`config.mk`:
```
export PLATFORM = sky130hd
export DESIGN_NAME = rv_lsu_flat
export DESIGN_NICKNAME = d
export VERILOG_FILES = /design/src/rtl/rv_lsu_if.sv /design/src/rtl/rv_lsu.sv /design/src/flat_wrapper.sv
export SDC_FILE = /design/constraint.sdc
export NUM_CORES = 1
export LEC_CHECK = 0
export ABC_AREA = 1
export BUFFER_PORTS_ARGS = -buffer_cell sky130_fd_sc_hd__buf_2
export CORE_ASPECT_RATIO = 1.4
export CORE_MARGIN = 3
export CORE_UTILIZATION = 50
export CTS_CLUSTER_SIZE = 30
export DETAILED_ROUTE_END_ITERATION = 8
export MAX_ROUTING_LAYER = met4
export PLACE_DENSITY = 0.87
export SETUP_SLACK_MARGIN = 0.5
export SYNTH_ARGS = -nofsm -noshare
export SYNTH_HDL_FRONTEND = slang
export SYNTH_SLANG_ARGS = --single-unit
export TNS_END_PERCENT = 100
```
`constraint.sdc`:
```
create_clock -name i_lsu_clk -period 3.69 [get_ports i_lsu_clk]
set_clock_uncertainty 0.05 [all_clocks]
set_input_delay 0.1845 -clock i_lsu_clk [delete_from_list [all_inputs] [get_ports i_lsu_clk]]
set_output_delay 0.1845 -clock i_lsu_clk [all_outputs]
set_load 0.05 [all_outputs]
```
`src/rtl/rv_lsu_if.sv`:
```
`default_nettype none
// ============================================================================
// Module  : rv_lsu_if
// Brief   : Data-memory port between the load/store unit (master) and the
//           byte-addressed data memory (slave).
// Rev     : 1.0  initial release
// ============================================================================

`ifndef DMEM_A_BIT
`define DMEM_A_BIT 16
`endif
`ifndef XLEN
`define XLEN 32
`endif
`ifndef DMEM_BYTECTRL_BYTE
`define DMEM_BYTECTRL_BYTE  3'b000
`define DMEM_BYTECTRL_HALF  3'b001
`define DMEM_BYTECTRL_WORD  3'b010
`define DMEM_BYTECTRL_BYTEU 3'b100
`define DMEM_BYTECTRL_HALFU 3'b101
`endif

interface rv_lsu_if #(
  parameter int A_BIT = `DMEM_A_BIT,
  parameter int XW    = `XLEN
);
  logic [A_BIT-1:0] dmem_a;
  logic [XW-1:0]    dmem_wd;
  logic             dmem_we;
  logic [2:0]       dmem_bytectrl;
  logic [XW-1:0]    dmem_rd;

  modport master (
    output dmem_a, dmem_wd, dmem_we, dmem_bytectrl,
    input  dmem_rd
  );

  modport slave (
    input  dmem_a, dmem_wd, dmem_we, dmem_bytectrl,
    output dmem_rd
  );
endinterface

`default_nettype wire

```
`src/rtl/rv_lsu.sv`:
```
`default_nettype none
// ============================================================================
// Module  : rv_lsu
// Brief   : MEM-stage load/store unit; passes aligned accesses through and
//           splits misaligned ones into byte accesses. Optional build macro
//           RV_LSU_MISALIGN_TRAP_EN traps misaligned accesses instead.
// Rev     : 1.0  initial release
// ============================================================================

`ifndef DMEM_A_BIT
`define DMEM_A_BIT 16
`endif
`ifndef XLEN
`define XLEN 32
`endif
`ifndef DMEM_BYTECTRL_BYTE
`define DMEM_BYTECTRL_BYTE  3'b000
`define DMEM_BYTECTRL_HALF  3'b001
`define DMEM_BYTECTRL_WORD  3'b010
`define DMEM_BYTECTRL_BYTEU 3'b100
`define DMEM_BYTECTRL_HALFU 3'b101
`endif

module rv_lsu #(
  parameter int A_BIT = `DMEM_A_BIT,
  parameter int XW    = `XLEN
) (
  input  wire logic             i_lsu_clk,
  input  wire logic             i_lsu_rstn,
  input  wire logic             i_lsu_valid,
  input  wire logic             i_lsu_we,
  input  wire logic [2:0]       i_lsu_funct3,
  input  wire logic [A_BIT-1:0] i_lsu_addr,
  input  wire logic [XW-1:0]    i_lsu_wdata,
  output logic      [XW-1:0]    o_lsu_rdata,
  output logic                  o_lsu_done,
  output logic                  o_lsu_stall,
  output logic                  o_lsu_misalign,
  rv_lsu_if.master              dmem
);

  typedef enum logic [0:0] {
    ST_IDLE  = 1'b0,
    ST_SPLIT = 1'b1
  } state_t;

  state_t           r_state, w_state_nxt;
  logic [1:0]       r_cnt, w_cnt_nxt;
  logic [23:0]      r_acc, w_acc_nxt;

  logic             w_legal, w_is_half, w_is_word, w_misalign;
  logic [2:0]       w_size_bc;
  logic [1:0]       w_last;
  logic [7:0]       w_wbyte;
  logic [15:0]      w_half;

  logic [A_BIT-1:0] w_a;
  logic [XW-1:0]    w_wd, w_rdata;
  logic             w_we, w_done, w_trap;
  logic [2:0]       w_bc;

  // Size decode; unsigned variants are meaningless for stores and are rejected.
  always_comb begin
    w_legal   = 1'b1;
    w_is_half = 1'b0;
    w_is_word = 1'b0;
    w_size_bc = `DMEM_BYTECTRL_BYTE;
    case (i_lsu_funct3)
      3'b000: w_size_bc = `DMEM_BYTECTRL_BYTE;
      3'b100: begin w_size_bc = `DMEM_BYTECTRL_BYTEU; w_legal = ~i_lsu_we; end
      3'b001: begin w_size_bc = `DMEM_BYTECTRL_HALF;  w_is_half = 1'b1; end
      3'b101: begin w_size_bc = `DMEM_BYTECTRL_HALFU; w_is_half = 1'b1; w_legal = ~i_lsu_we; end
      3'b010: begin w_size_bc = `DMEM_BYTECTRL_WORD;  w_is_word = 1'b1; end
      default: w_legal = 1'b0;
    endcase
  end

  assign w_misalign = w_legal & ((w_is_half & i_lsu_addr[0]) |
                                 (w_is_word & (|i_lsu_addr[1:0])));
  assign w_last     = w_is_half ? 2'd1 : 2'd3;
  assign w_wbyte    = i_lsu_wdata[{r_cnt, 3'b000} +: 8];
  assign w_half     = {dmem.dmem_rd[7:0], r_acc[7:0]};

  always_comb begin
    w_a         = i_lsu_addr;
    w_wd        = i_lsu_wdata;
    w_we        = 1'b0;
    w_bc        = w_size_bc;
    w_done      = 1'b0;
    w_rdata     = '0;
    w_trap      = 1'b0;
    w_state_nxt = r_state;
    w_cnt_nxt   = r_cnt;
    w_acc_nxt   = r_acc;
    case (r_state)
      ST_IDLE: begin
        if (i_lsu_valid) begin
          if (!w_legal) begin
            w_done = 1'b1;
          end else if (w_misalign) begin
`ifdef RV_LSU_MISALIGN_TRAP_EN
            w_trap = 1'b1;
            w_done = 1'b1;
`else
            w_bc        = `DMEM_BYTECTRL_BYTEU;
            w_wd        = {{(XW-8){1'b0}}, i_lsu_wdata[7:0]};
            w_we        = i_lsu_we;
            w_acc_nxt   = {16'd0, dmem.dmem_rd[7:0]};
            w_cnt_nxt   = 2'd1;
            w_state_nxt = ST_SPLIT;
`endif
          end else begin
            w_we    = i_lsu_we;
            w_done  = 1'b1;
            w_rdata = dmem.dmem_rd;
          end
        end
      end
      ST_SPLIT: begin
        if (!i_lsu_valid) begin
          // Abort: bytes already stored are not rolled back.
          w_state_nxt = ST_IDLE;
          w_cnt_nxt   = 2'd0;
          w_acc_nxt   = 24'd0;
        end else begin
          w_a  = i_lsu_addr + A_BIT'(r_cnt);
          w_bc = `DMEM_BYTECTRL_BYTEU;
          w_wd = {{(XW-8){1'b0}}, w_wbyte};
          w_we = i_lsu_we;
          if (r_cnt == w_last) begin
            w_done = 1'b1;
            if (w_is_half)
              w_rdata = {{(XW-16){~i_lsu_funct3[2] & w_half[15]}}, w_half};
            else
              w_rdata = XW'({dmem.dmem_rd[7:0], r_acc});
            w_state_nxt = ST_IDLE;
            w_cnt_nxt   = 2'd0;
            w_acc_nxt   = 24'd0;
          end else begin
            case (r_cnt)
              2'd1:    w_acc_nxt[15:8]  = dmem.dmem_rd[7:0];
              2'd2:    w_acc_nxt[23:16] = dmem.dmem_rd[7:0];
              default: w_acc_nxt[7:0]   = dmem.dmem_rd[7:0];
            endcase
            w_cnt_nxt = r_cnt + 2'd1;
          end
        end
      end
      default: w_state_nxt = ST_IDLE;
    endcase
  end

  always_ff @(posedge i_lsu_clk or negedge i_lsu_rstn) begin
    if (!i_lsu_rstn) begin
      r_state <= ST_IDLE;
      r_cnt   <= 2'd0;
      r_acc   <= 24'd0;
    end else begin
      r_state <= w_state_nxt;
      r_cnt   <= w_cnt_nxt;
      r_acc   <= w_acc_nxt;
    end
  end

  // Reset masks every output so no write can slip out while rstn is low.
  assign dmem.dmem_a        = i_lsu_rstn ? w_a  : '0;
  assign dmem.dmem_wd       = i_lsu_rstn ? w_wd : '0;
  assign dmem.dmem_we       = i_lsu_rstn & w_we;
  assign dmem.dmem_bytectrl = i_lsu_rstn ? w_bc : 3'b000;
  assign o_lsu_rdata        = i_lsu_rstn ? w_rdata : '0;
  assign o_lsu_done         = i_lsu_rstn & w_done;
  assign o_lsu_stall        = i_lsu_rstn & i_lsu_valid & ~w_done;
  assign o_lsu_misalign     = i_lsu_rstn & w_trap;

endmodule

`default_nettype wire
```
`src/flat_wrapper.sv`:
```
// flat-port wrapper written by rule: the top's interface ports become plain ports
module rv_lsu_flat 
#(
  parameter int A_BIT = `DMEM_A_BIT,
  parameter int XW    = `XLEN
)
  (i_lsu_clk, i_lsu_rstn, i_lsu_valid, i_lsu_we, i_lsu_funct3, i_lsu_addr, i_lsu_wdata, o_lsu_rdata, o_lsu_done, o_lsu_stall, o_lsu_misalign, dmem_dmem_a, dmem_dmem_wd, dmem_dmem_we, dmem_dmem_bytectrl, dmem_dmem_rd);
  rv_lsu_if #(.A_BIT(A_BIT), .XW(XW)) dmem_i ();
  input  wire logic i_lsu_clk;
  input  wire logic i_lsu_rstn;
  input  wire logic i_lsu_valid;
  input  wire logic i_lsu_we;
  input  wire logic [2:0] i_lsu_funct3;
  input  wire logic [A_BIT-1:0] i_lsu_addr;
  input  wire logic [XW-1:0] i_lsu_wdata;
  output logic      [XW-1:0] o_lsu_rdata;
  output logic o_lsu_done;
  output logic o_lsu_stall;
  output logic o_lsu_misalign;
  output wire logic [$bits(dmem_i.dmem_a)-1:0] dmem_dmem_a;
  output wire logic [$bits(dmem_i.dmem_wd)-1:0] dmem_dmem_wd;
  output wire logic [$bits(dmem_i.dmem_we)-1:0] dmem_dmem_we;
  output wire logic [$bits(dmem_i.dmem_bytectrl)-1:0] dmem_dmem_bytectrl;
  input wire logic [$bits(dmem_i.dmem_rd)-1:0] dmem_dmem_rd;
  assign dmem_dmem_a = dmem_i.dmem_a;
  assign dmem_dmem_wd = dmem_i.dmem_wd;
  assign dmem_dmem_we = dmem_i.dmem_we;
  assign dmem_dmem_bytectrl = dmem_i.dmem_bytectrl;
  assign dmem_i.dmem_rd = dmem_dmem_rd;
  rv_lsu #(.A_BIT(A_BIT), .XW(XW)) u_core (.i_lsu_clk(i_lsu_clk), .i_lsu_rstn(i_lsu_rstn), .i_lsu_valid(i_lsu_valid), .i_lsu_we(i_lsu_we), .i_lsu_funct3(i_lsu_funct3), .i_lsu_addr(i_lsu_addr), .i_lsu_wdata(i_lsu_wdata), .o_lsu_rdata(o_lsu_rdata), .o_lsu_done(o_lsu_done), .o_lsu_stall(o_lsu_stall), .o_lsu_misalign(o_lsu_misalign), .dmem(dmem_i));
endmodule
```
==> impl_results.md <==
- Worst r2r dst: u_core.r_acc[13]
- Max-Cap Viols: 0
- Number of global-route vias before repair: 3867
- Crit path cell chain: inv_1 -> nand2_1 -> nand3_4 -> nor2_4 -> nand2_1 -> a21oi_1 -> buf_2
- Final Slew Violations: 0
- CTS tree: done
- DRT Pass-1 Iters: 5
- Chip width: 74.8 microns
- Cell mode on critical path: nand2_1
- Status: finished, final reports clean
- Worst-path fanout max: 16
- Pint: 0.632 mW
- Post-CTS setup buffers: 0
- Psw: 0.689 mW
- Slew headroom: 50.7%
- Pleak: 2.40 nW
- Post-Synth Simple-Gate Area: 44.3%
- Clock buffer count from CTS: 3
- Max Buffers Root-to-Sink: 2
- Hpwl dp: 9.02 mm
- Seq/Total Area, Yosys: 20.4%
- Routed met1 length: 4.48 mm
- Crit path max-delay family: simple AND/OR/NAND/NOR gates
- Final WL: 11.5 mm
- Syn nets: 653
- Syn avg cell area: 5.91 sq um
- Synth unique cells: 36
- DR DRC count: 0
- Io pins: 174
- Post-synth top flop: dfrtp_1
- Hold bufs inserted after CTS: 1
- Synth Area in Compound Gates: 19.6%
- Initial antenna violation count: 0
- Final Setup Violations: 0
- H-tree levels: 1
- WS Path Type: reg -> out
- Clk Latency, worst-skew pair: 0.27 ns
- Layout area overhead: 25.3%
- Synthesized area: 3310 sq um
- Die extent in y: 102 microns
- Final hold violation count: 0
- Register share of total power: 32.1%
- Yosys warnings: 0
- Clock network power share: 13.0%
- Worst-Margin Slew: 0.738 ns
- CTS clk-pin slew, worst paths: 0.09 ns
- VDD IR max: 0.226 mV
- CP startpoint kind: flip-flop
- CP max stage cell: dfrtp_1
- Reg2Reg Depth: 6
- Vias: 4234
- Synth Instances: 561
- Tcrit/Tclk final: 75.2%
- Sequential cell area: 676 sq um
- Via density: 5.42
- Max incr delay on CP: 0.64 ns
- FF-to-FF setup slack: 1.47 ns
- FF-to-FF Start: u_core.r_state
- DR WL/cell: 14.7 microns
- Tmin final: 2.78 ns
- TNS Setup: 0 ns
- WL met2: 5.78 mm
- Antenna Nets Post-Route: 0
- Buf+Inv Stages, Crit Path: 2
- First-pass GRT wire length: 17.5 mm
- Post-synthesis xor/xnor area fraction: 0.264%
- All-Layer GR Usage: 30.0%
- Met3 routed WL: 734 microns
- Total design power: 1.32 mW
- Port bufs: 172
- Peak Freq: 360 MHz
- Adder and majority cell fraction of the synthesized area: 2.11%
- Number of synthesized flops with an enable pin: 0
- Switching Fraction: 52.2%
- Comb pwr share: 55.0%
- Die area: 7650 sq um
- Critical path depth: 7
- Final #Nets: 802
- Critical Path Source: u_core.r_cnt[1]
- Placeable Area: 6340 sq um
- Clock sink total: 27
- RSZ-0062 raised after global routing: no
- Crit path DAT: 2.54 ns
- Clk root buf: clkbuf_8
- Multi-input gate area: 2200 sq um
- Hold WC Path Type: in -> reg
- Crit end category: primary output
- Yosys reg bits: 27
- Mux cell area share after synthesis: 0%
- Row count: 34
- Gr ovfl total: 0
- Final GP Congestion: 0.990
- Ys async rst share: 100%
- Largest net degree at the start of global routing: 51
- Fillers: 624
- Critical Path Sink: o_lsu_rdata[19]
- Post-CTS Resized: 0
- Pwr Density: 318 nW/um^2
- Layout cells sized above 1: 29.9%
- Main combinational cell family by area after synthesis: simple AND/OR/NAND/NOR gates
- Highest routed layer: met4
- DR iter-0 viols: 282
- Initial Util: 52.3%
- Required time worst endpoint: 3.46 ns
- N_diodes: 0
==> kinds of logic after synthesis <==
group,Yosys count
other,1
XOR/XNOR,1
AO/OA/AOI/OAI,120
flip-flops,27
buffers and inverters,98
adder cells (fa/ha/maj),5
AND/OR/NAND/NOR,309
==> metal layers <==
metal / up-vias / global-route usage, %
met5: - / -
met4: 0 / 13.3
met3: 33 / 3.35
met2: 184 / 51.0
met1: 1891 / 35.2
li1: 2126 / -
==> placed cells by master, fill, tap and decap left out, drive strengths merged <==
master	Yosys	routed
nor3	4	4
clkinv	1	1
fa	1	1
a31oi	1	1
o211ai	8	8
nor3b	2	2
ha	4	4
xor2	1	1
o21ai	40	40
nand3	66	66
nor4	1	1
inv	66	66
nand3b	14	14
conb	1	1
dlygate4sd3	0	1
clkbuf	9	4
a21oi	61	61
buf	22	174
nand2	146	146
o31ai	8	8
or2	1	1
a211oi	1	1
nor2	72	72
dfrtp	27	27
o21a	1	1
nand4	3	3
==> sequential cells by signal (all words and copies together) (netlist names) <==
signal and cells:
u_core.r_state 1, u_core.r_acc 24, u_core.r_cnt 2
==> power by group through the flow <==
stage / clock network (mW) / registers (mW) / logic (mW)
6_report: 0.171 / 0.423 / 0.726
5_1_grt: 0.185 / 0.434 / 0.795
4_1_cts: 0.172 / 0.423 / 0.725
3_5_place_dp: 0 / 0.429 / 0.720
3_3_place_gp: 0 / 0.422 / 0.705
2_1_floorplan: 0 / 0.383 / 0.594
==> metrics by stage <==
stage | util [%] | setup slack (ns) | std cells | cell area [sq um] | hold slack, ns
floorplan | - | 1.07 | 561 | 3310 | -0.161
global placement | 64.6 | 1.34 | 776 | 4100 | 0.286
detailed placement | 64.6 | 1.22 | 776 | 4100 | 0.285
CTS | 65.5 | 0.920 | 781 | 4150 | 0.217
global route | 65.5 | 0.715 | 781 | 4150 | 0.240
finish | 65.5 | 0.913 | 781 | 4150 | 0.230
==> synth_stat cells, drive strengths merged, types with 2 or more instances <==
| cell type | n | share of area, % |
|---|---|---|
| nand2 | 146 | 18 |
| buf | 22 | 4.5 |
| dfrtp | 27 | 20 |
| a21oi | 61 | 9.3 |
| nand4 | 3 | 0.57 |
| nor3b | 2 | 0.45 |
| ha | 4 | 1.5 |
| o31ai | 8 | 1.8 |
| o211ai | 8 | 1.8 |
| inv | 66 | 7.5 |
| nand3 | 66 | 12 |
| nor2 | 72 | 9.2 |
| clkbuf | 9 | 1.0 |
| o21ai | 40 | 6.0 |
| nand3b | 14 | 3.2 |
| nor3 | 4 | 0.60 |
==> final cells by class <==
class	count	area share, %
multi-input cells	436	53.0
inverters	67	6.09
clock buffers	4	1.09
repair buffers	175	21.3
well taps	72	2.17
flip-flops and latches	27	16.3
==> how the worst min path moves through the flow <==
stage | startpoint | end | slack [ns] | depth (start not counted)
floorplan | i_lsu_rstn | u_core.r_acc[0] | -0.16 | 0
global placement | i_lsu_rstn | u_core.r_acc[1] | 0.29 | 2
detailed placement | i_lsu_rstn | u_core.r_acc[3] | 0.29 | 2
CTS | i_lsu_valid | u_core.r_state | 0.22 | 3
global route | i_lsu_valid | u_core.r_state | 0.24 | 3
finish | dmem_dmem_rd[3] | u_core.r_acc[3] | 0.23 | 5
==> worst min-delay path, stage by stage <==
cell,delay [ns]
buf_2,0.11
nand2_1,0.05
nand2_1,0.06
nand3_1,0.07
nand2_1,0.06
Power figures use the tool's default switching activity.
